`src/rtl/dp_vector_pkg.sv`:
```
// Shared types and elaboration-time helpers for the dot-product engine.
package dp_vector_pkg;

  // Control states of the fetch / multiply-accumulate sequencer.
  typedef enum logic [2:0] {
    ST_IDLE = 3'd0,
    ST_AR_A = 3'd1,
    ST_R_A  = 3'd2,
    ST_AR_B = 3'd3,
    ST_R_B  = 3'd4,
    ST_MAC  = 3'd5,
    ST_DONE = 3'd6
  } state_t;

  // Bytes carried by one memory beat.
  function automatic int bytes_per_beat(input int lanes, input int data_w);
    return (lanes * data_w) / 8;
  endfunction

  // ceil(log2(lanes)): growth of a lane sum over a single product.
  function automatic int lane_bits(input int lanes);
    int b;
    b = 0;
    for (int i = 0; i < 31; i++) begin
      if ((32'sd1 <<< i) < lanes) begin
        b = i + 1;
      end
    end
    return b;
  endfunction

  // Legal parameter set: byte-multiple elements, power-of-two lanes and an
  // accumulator wide enough that a single lane sum can never overflow.
  function automatic bit params_legal(input int lanes, input int data_w, input int acc_w);
    return (data_w > 0) && ((data_w % 8) == 0) && (lanes >= 1) &&
           ((lanes & (lanes - 1)) == 0) &&
           (acc_w >= (2 * data_w) + lane_bits(lanes));
  endfunction

endpackage

```
`src/rtl/dp_lane_sum.sv`:
```
// Masked LANES-way multiply and adder tree for one A/B beat pair.
// Lanes at or beyond 'remaining' contribute zero (partial last beat).
module dp_lane_sum
  import dp_vector_pkg::*;
#(
  parameter int LANES  = 4,
  parameter int DATA_W = 8,
  parameter int ACC_W  = 32,
  parameter int LEN_W  = 16
) (
  input  logic [LANES*DATA_W-1:0] a_beat,
  input  logic [LANES*DATA_W-1:0] b_beat,
  input  logic [LEN_W-1:0]        remaining,
  input  logic                    signed_mode,
  output logic [ACC_W-1:0]        sum
);

  logic [ACC_W-1:0] ext_s [LANES];

  for (genvar i = 0; i < LANES; i++) begin : g_lane
    logic [DATA_W-1:0]          a_e_s;
    logic [DATA_W-1:0]          b_e_s;
    logic signed [2*DATA_W-1:0] prod_sg_s;
    logic [2*DATA_W-1:0]        prod_us_s;
    logic [ACC_W-1:0]           wide_sg_s;
    logic [ACC_W-1:0]           wide_us_s;

    assign a_e_s     = a_beat[i*DATA_W +: DATA_W];
    assign b_e_s     = b_beat[i*DATA_W +: DATA_W];
    assign prod_sg_s = $signed(a_e_s) * $signed(b_e_s);
    assign prod_us_s = a_e_s * b_e_s;
    // Size casts keep signedness, so the signed product is sign-extended.
    assign wide_sg_s = ACC_W'(prod_sg_s);
    assign wide_us_s = ACC_W'(prod_us_s);
    assign ext_s[i]  = (remaining > LEN_W'(i)) ?
                       (signed_mode ? wide_sg_s : wide_us_s) : {ACC_W{1'b0}};
  end

  // Adder tree over the masked, extended lane products.
  always_comb begin
    sum = {ACC_W{1'b0}};
    for (int i = 0; i < LANES; i++) begin
      sum = sum + ext_s[i];
    end
  end

endmodule

```
`src/rtl/dp_vector_engine.sv`:
```
// Dot-product engine: fetches A and B beat by beat over a single-outstanding
// read channel and multiply-accumulates them into a wrapping accumulator
// with a sticky overflow flag.
module dp_vector_engine
  import dp_vector_pkg::*;
#(
  parameter int LANES  = 4,
  parameter int DATA_W = 8,
  parameter int ACC_W  = 32,
  parameter int ADDR_W = 32,
  parameter int LEN_W  = 16
) (
  input  logic                    ACLK,
  input  logic                    ARESETN,
  input  logic                    start,
  input  logic [ADDR_W-1:0]       base_a,
  input  logic [ADDR_W-1:0]       base_b,
  input  logic [LEN_W-1:0]        length,
  input  logic                    signed_mode,
  output logic [ADDR_W-1:0]       MEM_ARADDR,
  output logic                    MEM_ARVALID,
  input  logic                    MEM_ARREADY,
  input  logic [LANES*DATA_W-1:0] MEM_RDATA,
  input  logic                    MEM_RVALID,
  output logic                    MEM_RREADY,
  output logic                    busy,
  output logic                    done,
  output logic [ACC_W-1:0]        result,
  output logic                    overflow
);

  localparam int                BPB       = bytes_per_beat(LANES, DATA_W);
  localparam logic [ADDR_W-1:0] BPB_ADDR  = ADDR_W'(BPB);
  localparam logic [LEN_W-1:0]  LANES_LEN = LEN_W'(LANES);

  if (!params_legal(LANES, DATA_W, ACC_W)) begin : g_illegal_params
    $error("dp_vector_engine: illegal LANES/DATA_W/ACC_W combination");
  end

  state_t                  state_r, state_next_s;
  logic [ADDR_W-1:0]       base_a_r, base_b_r, offset_r, araddr_r;
  logic [LEN_W-1:0]        remaining_r, rem_dec_s;
  logic                    signed_r;
  logic [LANES*DATA_W-1:0] a_beat_r, b_beat_r;
  logic [ACC_W-1:0]        acc_r, result_r, lane_sum_s, acc_sum_s;
  logic [ACC_W:0]          acc_wide_s;
  logic                    ovf_s, overflow_r;
  logic                    arvalid_r, rready_r, busy_r, done_r;
  logic                    last_beat_s;

  dp_lane_sum #(
    .LANES (LANES),
    .DATA_W(DATA_W),
    .ACC_W (ACC_W),
    .LEN_W (LEN_W)
  ) u_lane_sum (
    .a_beat     (a_beat_r),
    .b_beat     (b_beat_r),
    .remaining  (remaining_r),
    .signed_mode(signed_r),
    .sum        (lane_sum_s)
  );

  // Accumulate step: wrapped sum, overflow detect and remaining-count update.
  always_comb begin
    acc_wide_s  = {1'b0, acc_r} + {1'b0, lane_sum_s};
    acc_sum_s   = acc_wide_s[ACC_W-1:0];
    last_beat_s = (remaining_r <= LANES_LEN);
    if (signed_r) begin
      ovf_s = (acc_r[ACC_W-1] == lane_sum_s[ACC_W-1]) &&
              (acc_sum_s[ACC_W-1] != acc_r[ACC_W-1]);
    end else begin
      ovf_s = acc_wide_s[ACC_W];
    end
    if (last_beat_s) begin
      rem_dec_s = {LEN_W{1'b0}};
    end else begin
      rem_dec_s = remaining_r - LANES_LEN;
    end
  end

  // Next-state logic of the fetch / MAC sequencer.
  always_comb begin
    state_next_s = state_r;
    case (state_r)
      ST_IDLE: begin
        if (start) begin
          state_next_s = (length == {LEN_W{1'b0}}) ? ST_DONE : ST_AR_A;
        end else begin
          state_next_s = ST_IDLE;
        end
      end
      ST_AR_A: begin
        if (MEM_ARREADY) state_next_s = ST_R_A;
        else             state_next_s = ST_AR_A;
      end
      ST_R_A: begin
        if (MEM_RVALID) state_next_s = ST_AR_B;
        else            state_next_s = ST_R_A;
      end
      ST_AR_B: begin
        if (MEM_ARREADY) state_next_s = ST_R_B;
        else             state_next_s = ST_AR_B;
      end
      ST_R_B: begin
        if (MEM_RVALID) state_next_s = ST_MAC;
        else            state_next_s = ST_R_B;
      end
      ST_MAC: begin
        if (last_beat_s) state_next_s = ST_DONE;
        else             state_next_s = ST_AR_A;
      end
      ST_DONE: state_next_s = ST_IDLE;
      default: state_next_s = ST_IDLE;
    endcase
  end

  // State register, registered handshake/status outputs and datapath.
  always_ff @(posedge ACLK or negedge ARESETN) begin
    if (!ARESETN) begin
      state_r     <= ST_IDLE;
      base_a_r    <= {ADDR_W{1'b0}};
      base_b_r    <= {ADDR_W{1'b0}};
      offset_r    <= {ADDR_W{1'b0}};
      araddr_r    <= {ADDR_W{1'b0}};
      remaining_r <= {LEN_W{1'b0}};
      signed_r    <= 1'b0;
      a_beat_r    <= {(LANES*DATA_W){1'b0}};
      b_beat_r    <= {(LANES*DATA_W){1'b0}};
      acc_r       <= {ACC_W{1'b0}};
      result_r    <= {ACC_W{1'b0}};
      overflow_r  <= 1'b0;
      arvalid_r   <= 1'b0;
      rready_r    <= 1'b0;
      busy_r      <= 1'b0;
      done_r      <= 1'b0;
    end else begin
      state_r   <= state_next_s;
      // Outputs are registered from the next state so they align with it.
      arvalid_r <= (state_next_s == ST_AR_A) || (state_next_s == ST_AR_B);
      rready_r  <= (state_next_s == ST_R_A) || (state_next_s == ST_R_B);
      busy_r    <= (state_next_s != ST_IDLE);
      done_r    <= (state_next_s == ST_DONE);
      case (state_r)
        ST_IDLE: begin
          if (start) begin
            base_a_r    <= base_a;
            base_b_r    <= base_b;
            signed_r    <= signed_mode;
            remaining_r <= length;
            offset_r    <= {ADDR_W{1'b0}};
            araddr_r    <= base_a;
            acc_r       <= {ACC_W{1'b0}};
            result_r    <= {ACC_W{1'b0}};
            overflow_r  <= 1'b0;
          end
        end
        ST_R_A: begin
          if (MEM_RVALID) begin
            a_beat_r <= MEM_RDATA;
            araddr_r <= base_b_r + offset_r;
          end
        end
        ST_R_B: begin
          if (MEM_RVALID) begin
            b_beat_r <= MEM_RDATA;
          end
        end
        ST_MAC: begin
          acc_r       <= acc_sum_s;
          overflow_r  <= overflow_r | ovf_s;
          remaining_r <= rem_dec_s;
          offset_r    <= offset_r + BPB_ADDR;
          araddr_r    <= base_a_r + offset_r + BPB_ADDR;
          if (last_beat_s) begin
            result_r <= acc_sum_s;
          end
        end
        default: begin
        end
      endcase
    end
  end

  assign MEM_ARADDR  = araddr_r;
  assign MEM_ARVALID = arvalid_r;
  assign MEM_RREADY  = rready_r;
  assign busy        = busy_r;
  assign done        = done_r;
  assign result      = result_r;
  assign overflow    = overflow_r;

endmodule

```
`config.mk`:
```
export PLATFORM = sky130hd
export DESIGN_NAME = dp_vector_engine
export DESIGN_NICKNAME = d
export VERILOG_FILES = /design/src/rtl/dp_vector_pkg.sv /design/src/rtl/dp_lane_sum.sv /design/src/rtl/dp_vector_engine.sv
export SDC_FILE = /design/constraint.sdc
export NUM_CORES = 2
export LEC_CHECK = 0
export ABC_CLOCK_PERIOD_IN_PS = 9500
export BUFFER_PORTS_ARGS = -buffer_cell sky130_fd_sc_hd__buf_2
export CORE_MARGIN = 1.5
export CORE_UTILIZATION = 28
export DETAILED_ROUTE_END_ITERATION = 12
export SLEW_MARGIN = 20
export SYNTH_ARGS = -nofsm -noshare
export SYNTH_HDL_FRONTEND = slang
export SYNTH_SLANG_ARGS = --single-unit
```
`constraint.sdc`:
```
create_clock -name ACLK -period 9.5 [get_ports ACLK]
set_input_delay 1.425 -clock ACLK [delete_from_list [all_inputs] [get_ports ACLK]]
set_output_delay 1.425 -clock ACLK [all_outputs]
set_load 0.02 [all_outputs]
```
==> results.rst <==
.. list-table::
   :header-rows: 1

   * - Metric
     - Value
   * - Final std cells w/o fill
     - 5,981
   * - Fillcell total
     - 12,800
   * - PortBufs
     - 186
   * - Antenna violation net count after detailed routing
     - 0
   * - Vias in the first global route
     - slightly below 30,000
   * - Detailed Place HPWL
     - 78.0 mm
   * - Global-route usage over all layers
     - between 15 and 20%
   * - Mapped cell area
     - 34,500 um2
   * - Die boundary width
     - between 300 and 400 um
   * - Placer Congestion
     - roughly 0.89
   * - Highest net fanout along the worst path
     - 2
   * - Fraction of the yosys area taken by sequential cells
     - around 20%
   * - Delay-heaviest family, CP
     - adder cells
   * - Count of buffer and inverter cells on the critical path
     - 8
   * - Boundary Pins
     - roughly 190
   * - Maximum number of pins on one net before global-route repair
     - around 130
   * - Area inside the core boundary
     - ~120,000 um2
   * - Ys flop type
     - sky130_fd_sc_hd__dfrtp_1
   * - Most used cell, CP
     - sky130_fd_sc_hd__fa_1
   * - Number of instances in the synthesized netlist
     - approximately 4,000
   * - Setup repair after global routing missed its margin
     - yes
   * - Post-synthesis net count
     - slightly below 5,000
   * - Outcome
     - finished, final reports clean
   * - Clock slew at the register clock pins of the worst setup and hold paths
     - around 0.06 ns
   * - Clock period minus final worst setup slack
     - about 9.3 ns
   * - Drt via density
     - roughly 4.7
   * - Number of standard-cell rows in the floorplan
     - between 100 and 150
   * - Classification of the worst setup path
     - register to register
   * - Class of the most critical hold timing path
     - register to register
   * - Area grow syn2layout
     - 17.7%
   * - CTS Buffer Depth
     - 3
   * - Share of synthesized registers carrying an async set or reset
     - 100%
   * - Number of max-capacitance violations reported
     - 0
   * - Number of cells in the design after placement
     - roughly 5,900
   * - Delay of the slowest critical-path stage
     - roughly 0.57 ns
   * - Total area of sequential cells
     - 6990 um2
   * - Remaining global-route overflow
     - 0
   * - CP max stage cell
     - sky130_fd_sc_hd__fa_1
   * - Number of endpoints with negative hold slack in the final report
     - 0
   * - Clock buffers created by TritonCTS
     - 35
   * - Total of endpoints with negative setup slack in the final report
     - 0
   * - Worst-Skew Late Latency
     - approximately 0.58 ns
   * - Fraction of layout cells with a size suffix above 1
     - 15.3%
   * - Die Ht
     - roughly 350 um
   * - Total Wirelength
     - 97.1 mm
   * - Setup crit end kind
     - register
   * - Number of synthesized flops with an enable pin
     - 0
   * - Tcrit/Tclk final
     - 97.6%
   * - Worst rel slew slack
     - a little under a third
   * - Multi-input logic area
     - 25,200 um2
   * - Antenna violations before repair
     - 22
   * - Via count
     - 28,100
   * - First-pass DRT Iterations
     - 5
   * - Area enclosed by the die boundary
     - around 130,000 um2
   * - Critical path required time
     - 9.97 ns
   * - Number of DRC markers after the initial detailed-route iteration
     - between 1,000 and 1,500
   * - Synthesis Warnings
     - 0
   * - PnR worst setup slack
     - 0.229 ns
   * - CTS tree
     - built
   * - CTS Root Cell
     - sky130_fd_sc_hd__clkbuf_16
   * - Count of clock tree sinks
     - 279
   * - Syn_area_per_cell
     - 8.62 um2
   * - Post-Route Setup TNS
     - 0 ns
   * - Initial Utilization
     - between 20 and 30%
   * - Distinct cell type count after synthesis
     - 74
   * - Worst-case setup slack after placement
     - -0.293 ns
   * - Worst Tran Pin Value
     - around 1.0 ns
   * - Startpoint kind of the worst setup timing path
     - register
   * - Routed WL per cell
     - 16.2 um
   * - Max Fclk
     - 108 MHz
   * - Remaining design rule violation count
     - 0
   * - Data arrival time of the worst path
     - around 10 ns
   * - Global-route wire length before repair
     - ~160 mm
   * - Total number of nets in the final design
     - 5,191
   * - Clock Skews
     - around 0.019 ns
   * - H-tree Lvls
     - 2
   * - Post-synthesis sequential element count
     - roughly 280
   * - Number of pins with negative max-slew slack in the final report
     - 0
layout make-up:
| class | count | area share (%) |
|---|---|---|
| timing repair buffer | 427 | 6.87 |
| sequential | 279 | 17.2 |
| clock inverter | 19 | 0.619 |
| tap | 1625 | 5.00 |
| clock buffer | 45 | 2.42 |
| antenna | 4 | 0.0246 |
| multi-input combinational | 2939 | 61.9 |
| inverter | 643 | 5.94 |
placed cells by master (no fill, tap or decap), types with 10 or more instances in the layout:
cell type                   Yosys  routed
sky130_fd_sc_hd__a21oi_2        0      22
sky130_fd_sc_hd__xnor2_1      123     120
sky130_fd_sc_hd__nor3_1        43      39
sky130_fd_sc_hd__buf_2          4     185
sky130_fd_sc_hd__nand2_1      649     643
sky130_fd_sc_hd__buf_4          0     232
sky130_fd_sc_hd__mux2i_1       10      10
sky130_fd_sc_hd__o211ai_1      20      20
sky130_fd_sc_hd__a22o_1        12      12
sky130_fd_sc_hd__or3_1         15      15
sky130_fd_sc_hd__fa_1         376     370
sky130_fd_sc_hd__a21oi_1      173     151
sky130_fd_sc_hd__mux2_2        45      45
sky130_fd_sc_hd__a221oi_1      17      17
sky130_fd_sc_hd__o41ai_1       19      11
sky130_fd_sc_hd__nand2b_1      39      39
sky130_fd_sc_hd__nor2b_1       37      35
sky130_fd_sc_hd__o21ai_1        2      12
sky130_fd_sc_hd__nand3_1       63      63
sky130_fd_sc_hd__o21a_1        34      34
sky130_fd_sc_hd__o21ai_0      167     152
sky130_fd_sc_hd__a211oi_1      18      18
sky130_fd_sc_hd__inv_1        641     631
sky130_fd_sc_hd__o21bai_1      16      15
sky130_fd_sc_hd__inv_2          1      11
sky130_fd_sc_hd__and3_1        17      14
sky130_fd_sc_hd__ha_1         372     358
sky130_fd_sc_hd__a22oi_1       11      11
sky130_fd_sc_hd__o31ai_1       16      16
sky130_fd_sc_hd__ha_4           0      13
sky130_fd_sc_hd__nand4_1       15      15
sky130_fd_sc_hd__dfrtp_1      279     273
sky130_fd_sc_hd__a31oi_1       35      31
sky130_fd_sc_hd__a21o_1        84      84
sky130_fd_sc_hd__clkbuf_16      0      35
sky130_fd_sc_hd__and2_1       155     150
sky130_fd_sc_hd__xor2_1        82      81
sky130_fd_sc_hd__nor2_1       187     181
per-stage QoR:
stage | area, um2 | hold slack, ns | util (%)
6_report | 40600 | 0.472 | 33.3
5_1_grt | 40600 | 0.503 | 33.3
4_1_cts | 40000 | 0.478 | 32.8
3_5_place_dp | 38700 | 0.463 | 31.7
3_3_place_gp | 38700 | 0.457 | 31.7
2_1_floorplan | 34500 | 0.443 | -
flip-flops by register name, indices dropped and copies added (netlist names), 3 cells and up:
name	count
b_beat_r	32
a_beat_r	32
result	32
MEM_ARADDR	32
acc_r	32
state_r	3
base_a_r	32
offset_r	30
base_b_r	32
remaining_r	16
cells in the mapped netlist, drive strengths merged (17+ instances only):
| library cell | count | share of area, % |
|---|---|---|
| nand2 | 650 | 7.1 |
| inv | 642 | 7.0 |
| fa | 376 | 22 |
| ha | 372 | 13 |
| dfrtp | 279 | 20 |
| nor2 | 188 | 2.1 |
| a21oi | 173 | 2.5 |
| o21ai | 169 | 2.4 |
| and2 | 155 | 2.8 |
| clkbuf | 131 | 1.4 |
| xnor2 | 123 | 3.1 |
| a21o | 84 | 1.8 |
| xor2 | 82 | 2.1 |
| nand3 | 63 | 0.91 |
| mux2 | 45 | 1.5 |
| nor3 | 44 | 0.65 |
| nand2b | 39 | 0.71 |
| nor2b | 37 | 0.67 |
| a31oi | 35 | 0.63 |
| o21a | 34 | 0.74 |
| o211ai | 20 | 0.43 |
| o41ai | 19 | 0.48 |
| a211oi | 18 | 0.39 |
| a221oi | 17 | 0.43 |
| and3 | 17 | 0.31 |
| or3 | 17 | 0.34 |
final timing paths:
check | start | end | slack [ns] | cells past startpoint
worst max-delay path | a_beat_r[28] | overflow | 0.23 | 40
worst min-delay path | result[14] | result[14] | 0.47 | 2
worst max register to register | a_beat_r[28] | overflow | 0.23 | 40
worst min register to register | result[14] | result[14] | 0.47 | 2
max in group asynchronous | ARESETN | a_beat_r[18] | 6.48 | 3
min in group asynchronous | ARESETN | base_a_r[24] | 0.87 | 1
per-layer routing:
| metal | global-route usage [%] | up-vias | share of wire [%] |
|---|---|---|---|
| li1 | - | 13600 | - |
| met1 | 20.9 | 13700 | 45 |
| met2 | 26.1 | 573 | 47 |
| met3 | 3.00 | 121 | 5.6 |
| met4 | 2.62 | 24 | 1.5 |
| met5 | 0 | - | 0.17 |
repair_timing:
| item | 4_1_cts | 5_1_grt |
|---|---|---|
| hold buffers | 0 | 0 |
| setup buffers | 3 | 13 |
| resized for setup | 24 | 114 |
| gates cloned | 0 | 0 |
| setup endpoints to repair | 14 | 25 |
| pin swaps | 10 | 84 |
cell families after synthesis:
family / Yosys count / synth area share [%]
adders and majority gates: 748 / 35.3
DFF: 279 / 20.2
and+or+nand+nor: 1256 / 16.5
buffers and inverters: 790 / 8.60
muxes: 55 / 1.76
xor gates and xnor gates: 205 / 5.20
AOI/OAI and AO/OA: 674 / 12.5
other: 1 / 0.0109
worst reg2reg max path, delay by kind of cell, from the launching register on:
family          cells  cell delay, ns
flops               1            0.39
mux                 1            0.27
simple gates        2            0.28
fa+ha+maj           9            3.98
compound gates     18            3.37
buf+inv             8            0.61
xor+xnor            2            0.29
Power is left out: the tool's default activity adds up to more than one toggle a clock period on the data nets, which glitch-free logic cannot reach.
